<file path="config.mk">
export PLATFORM = sky130hd
export DESIGN_NAME = nist_run_sequencer
export DESIGN_NICKNAME = d
export VERILOG_FILES = /design/src/rtl/nist_run_sequencer.sv
export SDC_FILE = /design/constraint.sdc
export NUM_CORES = 1
export LEC_CHECK = 0
export CORE_ASPECT_RATIO = 1.4
export CORE_MARGIN = 1
export CORE_UTILIZATION = 42
export CTS_BUF_LIST = sky130_fd_sc_hd__clkbuf_4 sky130_fd_sc_hd__clkbuf_8
export DETAILED_ROUTE_END_ITERATION = 10
export HOLD_SLACK_MARGIN = 0.06
export SYNTH_ARGS = -nofsm -noshare
export SYNTH_HDL_FRONTEND = slang
export SYNTH_SLANG_ARGS = --single-unit
</file>
<file path="constraint.sdc">
create_clock -name clk -period 3 [get_ports clk]
set_clock_uncertainty 0.1 [all_clocks]
set_input_delay 0.9 -clock clk [delete_from_list [all_inputs] [get_ports clk]]
set_output_delay 0.9 -clock clk [all_outputs]
set_load 0.05 [all_outputs]
</file>
<file path="src/rtl/nist_run_sequencer.sv">
// -----------------------------------------------------------------------------
// nist_run_sequencer
//
// Runs a campaign of N_RUNS back-to-back frequency-test runs on the NIST
// SP800-22 engine. For each run it clears the engine and forwards exactly
// SEQ_LEN accepted RNG bits, marking the final one with eng_last. It then
// waits up to TIMEOUT cycles for the engine's result strobe and tallies the
// active-low monobit/block results. After N_RUNS runs it reports a
// two-bit verdict.
//
// Ports
//   clk, rst_n            rising-edge clock, synchronous active-low reset
//   start                 campaign request (honoured only when not busy)
//   rnd_in, rnd_valid     raw RNG bit and its valid strobe
//   eng_npass1/2          engine results (active low), valid with eng_done
//   eng_done              engine result strobe
//   eng_clr               one-cycle engine clear at the start of each run
//   eng_bit/_vld/_last    bit stream towards the engine
//   busy, done, err       campaign status levels
//   pass_cnt1/2, run_cnt  running tallies
//   verdict               {block ok, monobit ok}, valid while done
// -----------------------------------------------------------------------------
module nist_run_sequencer #(
    parameter int SEQ_LEN  = 128,
    parameter int N_RUNS   = 8,
    parameter int MIN_PASS = 7,
    parameter int TIMEOUT  = 16
) (
    input  logic                        clk,
    input  logic                        rst_n,
    input  logic                        start,
    input  logic                        rnd_in,
    input  logic                        rnd_valid,
    input  logic                        eng_npass1,
    input  logic                        eng_npass2,
    input  logic                        eng_done,
    output logic                        eng_clr,
    output logic                        eng_bit,
    output logic                        eng_bit_vld,
    output logic                        eng_last,
    output logic                        busy,
    output logic                        done,
    output logic                        err,
    output logic [$clog2(N_RUNS+1)-1:0] pass_cnt1,
    output logic [$clog2(N_RUNS+1)-1:0] pass_cnt2,
    output logic [$clog2(N_RUNS+1)-1:0] run_cnt,
    output logic [1:0]                  verdict
);

    localparam int CW = $clog2(N_RUNS + 1);
    localparam int BW = $clog2(SEQ_LEN + 1);
    localparam int TW = $clog2(TIMEOUT + 1);

    typedef enum logic [2:0] {
        S_IDLE  = 3'd0,
        S_CLEAR = 3'd1,
        S_FEED  = 3'd2,
        S_WAIT  = 3'd3,
        S_TALLY = 3'd4,
        S_DONE  = 3'd5,
        S_ERR   = 3'd6
    } state_t;

    state_t          state_r, state_s;
    logic [BW-1:0]   bit_cnt_r, bit_cnt_s;
    logic [TW-1:0]   timer_r, timer_s;
    logic            np1_r, np1_s;
    logic            np2_r, np2_s;
    logic [CW-1:0]   run_cnt_s, pass1_s, pass2_s;
    logic [1:0]      verdict_s;
    logic            bit_s, vld_s, last_s;

    // Next-state, counter and bit-path decode for the campaign sequencer.
    always_comb begin
        state_s   = state_r;
        bit_cnt_s = bit_cnt_r;
        timer_s   = timer_r;
        np1_s     = np1_r;
        np2_s     = np2_r;
        run_cnt_s = run_cnt;
        pass1_s   = pass_cnt1;
        pass2_s   = pass_cnt2;
        verdict_s = verdict;
        bit_s     = eng_bit;
        vld_s     = 1'b0;
        last_s    = 1'b0;

        case (state_r)
            S_IDLE, S_DONE, S_ERR: begin
                if (start) begin
                    state_s   = S_CLEAR;
                    run_cnt_s = {CW{1'b0}};
                    pass1_s   = {CW{1'b0}};
                    pass2_s   = {CW{1'b0}};
                    verdict_s = 2'b00;
                end else begin
                    state_s = state_r;
                end
            end
            S_CLEAR: begin
                bit_cnt_s = {BW{1'b0}};
                state_s   = S_FEED;
            end
            S_FEED: begin
                if (rnd_valid) begin
                    vld_s = 1'b1;
                    bit_s = rnd_in;
                    if (bit_cnt_r == BW'(SEQ_LEN - 1)) begin
                        last_s    = 1'b1;
                        bit_cnt_s = {BW{1'b0}};
                        timer_s   = {TW{1'b0}};
                        state_s   = S_WAIT;
                    end else begin
                        bit_cnt_s = bit_cnt_r + BW'(1);
                    end
                end else begin
                    vld_s = 1'b0;
                end
            end
            S_WAIT: begin
                // A strobe on the final timer cycle still wins over the timeout.
                if (eng_done) begin
                    np1_s   = eng_npass1;
                    np2_s   = eng_npass2;
                    state_s = S_TALLY;
                end else if (timer_r == TW'(TIMEOUT - 1)) begin
                    state_s = S_ERR;
                end else begin
                    timer_s = timer_r + TW'(1);
                end
            end
            S_TALLY: begin
                if (run_cnt < CW'(N_RUNS)) begin
                    run_cnt_s = run_cnt + CW'(1);
                end else begin
                    run_cnt_s = run_cnt;
                end
                if (!np1_r && (pass_cnt1 < CW'(N_RUNS))) begin
                    pass1_s = pass_cnt1 + CW'(1);
                end else begin
                    pass1_s = pass_cnt1;
                end
                if (!np2_r && (pass_cnt2 < CW'(N_RUNS))) begin
                    pass2_s = pass_cnt2 + CW'(1);
                end else begin
                    pass2_s = pass_cnt2;
                end
                if (run_cnt_s == CW'(N_RUNS)) begin
                    state_s   = S_DONE;
                    verdict_s = {(pass2_s >= CW'(MIN_PASS)), (pass1_s >= CW'(MIN_PASS))};
                end else begin
                    state_s = S_CLEAR;
                end
            end
            default: begin
                state_s = S_IDLE;
            end
        endcase
    end

    // State, counters and all outputs registered; status outputs follow the next state.
    always_ff @(posedge clk) begin
        if (!rst_n) begin
            state_r     <= S_IDLE;
            bit_cnt_r   <= {BW{1'b0}};
            timer_r     <= {TW{1'b0}};
            np1_r       <= 1'b0;
            np2_r       <= 1'b0;
            run_cnt     <= {CW{1'b0}};
            pass_cnt1   <= {CW{1'b0}};
            pass_cnt2   <= {CW{1'b0}};
            verdict     <= 2'b00;
            eng_clr     <= 1'b0;
            eng_bit     <= 1'b0;
            eng_bit_vld <= 1'b0;
            eng_last    <= 1'b0;
            busy        <= 1'b0;
            done        <= 1'b0;
            err         <= 1'b0;
        end else begin
            state_r     <= state_s;
            bit_cnt_r   <= bit_cnt_s;
            timer_r     <= timer_s;
            np1_r       <= np1_s;
            np2_r       <= np2_s;
            run_cnt     <= run_cnt_s;
            pass_cnt1   <= pass1_s;
            pass_cnt2   <= pass2_s;
            verdict     <= verdict_s;
            eng_clr     <= (state_s == S_CLEAR);
            eng_bit     <= bit_s;
            eng_bit_vld <= vld_s;
            eng_last    <= last_s;
            busy        <= (state_s == S_CLEAR) || (state_s == S_FEED) ||
                           (state_s == S_WAIT)  || (state_s == S_TALLY);
            done        <= (state_s == S_DONE);
            err         <= (state_s == S_ERR);
        end
    end

endmodule

</file>
==> metrics.md <==
| Metric | Value |
|---|---|
| CP Capture Type | output port |
| Maximum VDD drop | 0.294 mV |
| Final count of hold timing violations | 0 |
| Setup CP Type | register to output port |
| Largest family of logic cells by synthesized area | simple AND/OR/NAND/NOR gates |
| Wire length of the first global-routing pass | 6540 um |
| Chip height | 82.2 um |
| DP Wirelength | 3010 um |
| Fillers | 426 |
| F_max | 0.388 GHz |
| NumNets Final | 272 |
| WL final | 4000 um |
| Number of DRC markers in iteration 0 | 59 |
| Crit-path leading delay family | buffers and inverters |
| DRC violations left | 0 |
| Crit-path cells | clkdlybuf4s50_1 |
| Post-synth cell types | 52 |
| Worst-path fanout max | 7 |
| Clock root cell | clkbuf_8 |
| Post-DRT Antenna Nets | 0 |
| Final setup viols | 0 |
| CTS tree | done |
| Tmin final | 2.58 ns |
| Vias per cell | 5.15 |
| Max Slew Vio Count | 0 |
| Post-cts resize count | 0 |
| Register area | 781 um2 |
| Relative slew slack | 0.646 |
| Area of the multi-input gates | 1090 um2 |
| Final period util | 0.860 |
| Vias in the first global route | 1448 |
| Clock sinks | 39 |
| Port bufs | 28 |
| Hold Path Stages | 2 |
| Die ar. | 4880 um2 |
| Antenna violations before repair | 0 |
| Core Region | 4310 um2 |
| Critical path's largest stage delay | 0.85 ns |
| Setup TNS | 0 ns |
| R2R Setup Slk | 0.75 ns |
| GP Congestion | 0.788 |
| Starting Density | 0.448 |
| Pre-CTS setup slack | 0.206 ns |
| Largest net degree at the start of global routing | 18 |
| Reg2reg end | done$_SDFF_PN0_ |
| CTS Hold Bufs | 0 |
| # IOs | 29 |
| Commonest cells after routing, fill and taps aside | dfxtp_1, nor2_1, clkdlybuf4s50_1 |
| Overall Power | 1.02 mW |
| GRT Overall Usage | 0.180 |
| Worst EP required | 2.00 ns |
| Synth Area in Simple Gates | 0.264 |
| Mux cell area share after synthesis | 0.0207 |
| Synth Area in Adders | 0.0389 |
| EDFF count, synth | 0 |
| Overflow after GRT | 0 |
| Crit path DAT | 1.58 ns |
| Status | finished clean |
| Synthesis-to-finish area growth | 22.7% |
| Synthesized Nets | 239 |
| Synth warn | 0 |
| Worst-Skew Late Latency | 0.29 ns |
| Max-cap violations | 0 |
| Worst r2r path cells | 8 |
| DR pass1 iterations | 4 |
| Worst min path class | register to register |
| Clock-pin transition on the worst setup and hold timing paths | 0.07 ns |
| RSZ-0062 raised after global routing | false |
| Via count | 1639 |
| Share of layout cells above drive strength 1 | 0.0775 |
| Num CTS Buffers | 5 |
| Hold path startpoint | eng_bit$_SDFFE_PN0P_ |
| FP Rows | 28 |
| Die Width | 59.3 um |
| Crit-path slowest cell | clkdlybuf4s50_1 |
| Sink of the worst hold path | eng_bit$_SDFFE_PN0P_ |
| Clk buf depth | 2 |
| Post-synth ARST share | 0 |
| Crit start category | register |
| Ys flop type | dfxtp_1 |
| Synthesized netlist cell count | 225 |
| Setup Buffers After CTS | 0 |
| Buf+Inv Stages, Crit Path | 1 |
| Tightest Pin Transition | 0.530 ns |
| LEAKAGE | 0.846 nW |
| Commonest non-fill, non-tap cell in the layout | dfxtp_1 |
| Wirelength per Cell | 12.6 um |
| PwrDens | 431 nW/um2 |
| Synth Area in Compound Gates | 0.175 |
| Flops & latches, synth | 39 |
| Cell area after synthesis | 1930 um2 |
| Worst r2r src | timer_r[0]$_SDFFE_PN0P_ |
| Xor/xnor share of the synthesized area | 0.0635 |
| ANT cells | 0 |
| Post-synthesis sequential area ratio | 0.404 |
| Synthesized area per cell | 8.59 um2 |
| Max H-tree Level | 2 |
| Setup ws final | 0.421 ns |
-- metal layers --
metal | GRT usage | vias to the layer above | wire, um
met4 | 0.0714 | 0 | 89
met1 | 0.209 | 754 | 1810
met5 | 0 | - | 0
li1 | - | 856 | -
met3 | 0.0467 | 8 | 76
met2 | 0.310 | 21 | 2020
-- registers in the layout, summed over array words and instances, names as in the netlist, 2 cells and up --
| register | count |
|---|---|
| pass_cnt1 | 4 |
| pass_cnt2 | 4 |
| state_r | 3 |
| timer_r | 5 |
| bit_cnt_r | 8 |
| run_cnt | 4 |
| verdict | 2 |
-- synth_stat cells, types with 2 or more instances --
master    count  area share
dfxtp_1      39        0.40
nor2_1       33       0.064
nand2_1      22       0.043
a21oi_1      19       0.049
nand3_1      10       0.026
o21ai_1       9       0.023
xnor2_1       7       0.032
xor2_1        7       0.032
ha_1          6       0.039
nor3_1        6       0.016
inv_1         5      0.0097
mux2i_1       4       0.021
and2_1        3      0.0097
clkbuf_1      3      0.0058
nand2b_1      3      0.0097
nor3b_1       3       0.012
a21o_1        2      0.0078
a31oi_1       2      0.0065
and3_1        2      0.0065
buf_4         2      0.0078
nand3b_1      2      0.0078
nand4_1       2      0.0065
nand4b_1      2      0.0091
o21a_1        2      0.0078
o21ai_0       2      0.0052
o22ai_1       2      0.0065
-- cell families (layout without fill, tap and decap cells) --
family,count (synthesis),after routing
AO/OA/AOI/OAI,49,49
XOR/XNOR,14,14
adder cells (fa/ha/maj),6,6
buffers and inverters,13,46
flip-flops,39,39
multiplexers,4,4
AND/OR/NAND/NOR,100,100
-- how the worst max path moves through the flow --
stage | startpoint | end | slack, ns | depth (start not counted)
after detailed placement | start | np1_r$_SDFFE_PN0P_ | 0.21 | 6
after CTS | run_cnt[3]$_SDFFE_PN0P_ | run_cnt[3] | 0.41 | 1
after global routing | run_cnt[0]$_SDFFE_PN0P_ | run_cnt[0] | 0.36 | 1
after floorplan | run_cnt[0]$_SDFFE_PN0P_ | busy$_SDFF_PN0_ | 0.81 | 6
final | run_cnt[3]$_SDFFE_PN0P_ | run_cnt[3] | 0.42 | 1
after global placement | start | np1_r$_SDFFE_PN0P_ | 0.26 | 6
-- area by class of cell --
cell class                      instances  area share
Timing Repair Buffer                   33       0.134
Multi-Input combinational cell        173       0.458
Clock inverter                          1     0.00211
Tap cell                               60      0.0317
Sequential cell                        39       0.329
Inverter                                6     0.00950
Clock buffer                            6      0.0348
-- report_power, final --
group | internal (mW) | switching [mW] | total (mW) | leakage (nW)
Clock | 0.181 | 0.180 | 0.360 | 0.0470
Combinational | 0.0512 | 0.0700 | 0.121 | 0.484
Sequential | 0.527 | 0.0139 | 0.541 | 0.315
Total | 0.759 | 0.263 | 1.02 | 0.846
-- stage by stage --
| step | hold slack, ns | std cells | area, um2 | utilization |
|---|---|---|---|---|
| after global placement | 0.378 | 311 | 2280 | 0.530 |
| final | 0.397 | 318 | 2370 | 0.550 |
| after floorplan | 0.354 | 225 | 1930 | - |
| after CTS | 0.402 | 318 | 2370 | 0.550 |
| after detailed placement | 0.386 | 311 | 2280 | 0.530 |
| after global routing | 0.418 | 318 | 2370 | 0.550 |
(Power assumes the default switching activity.)
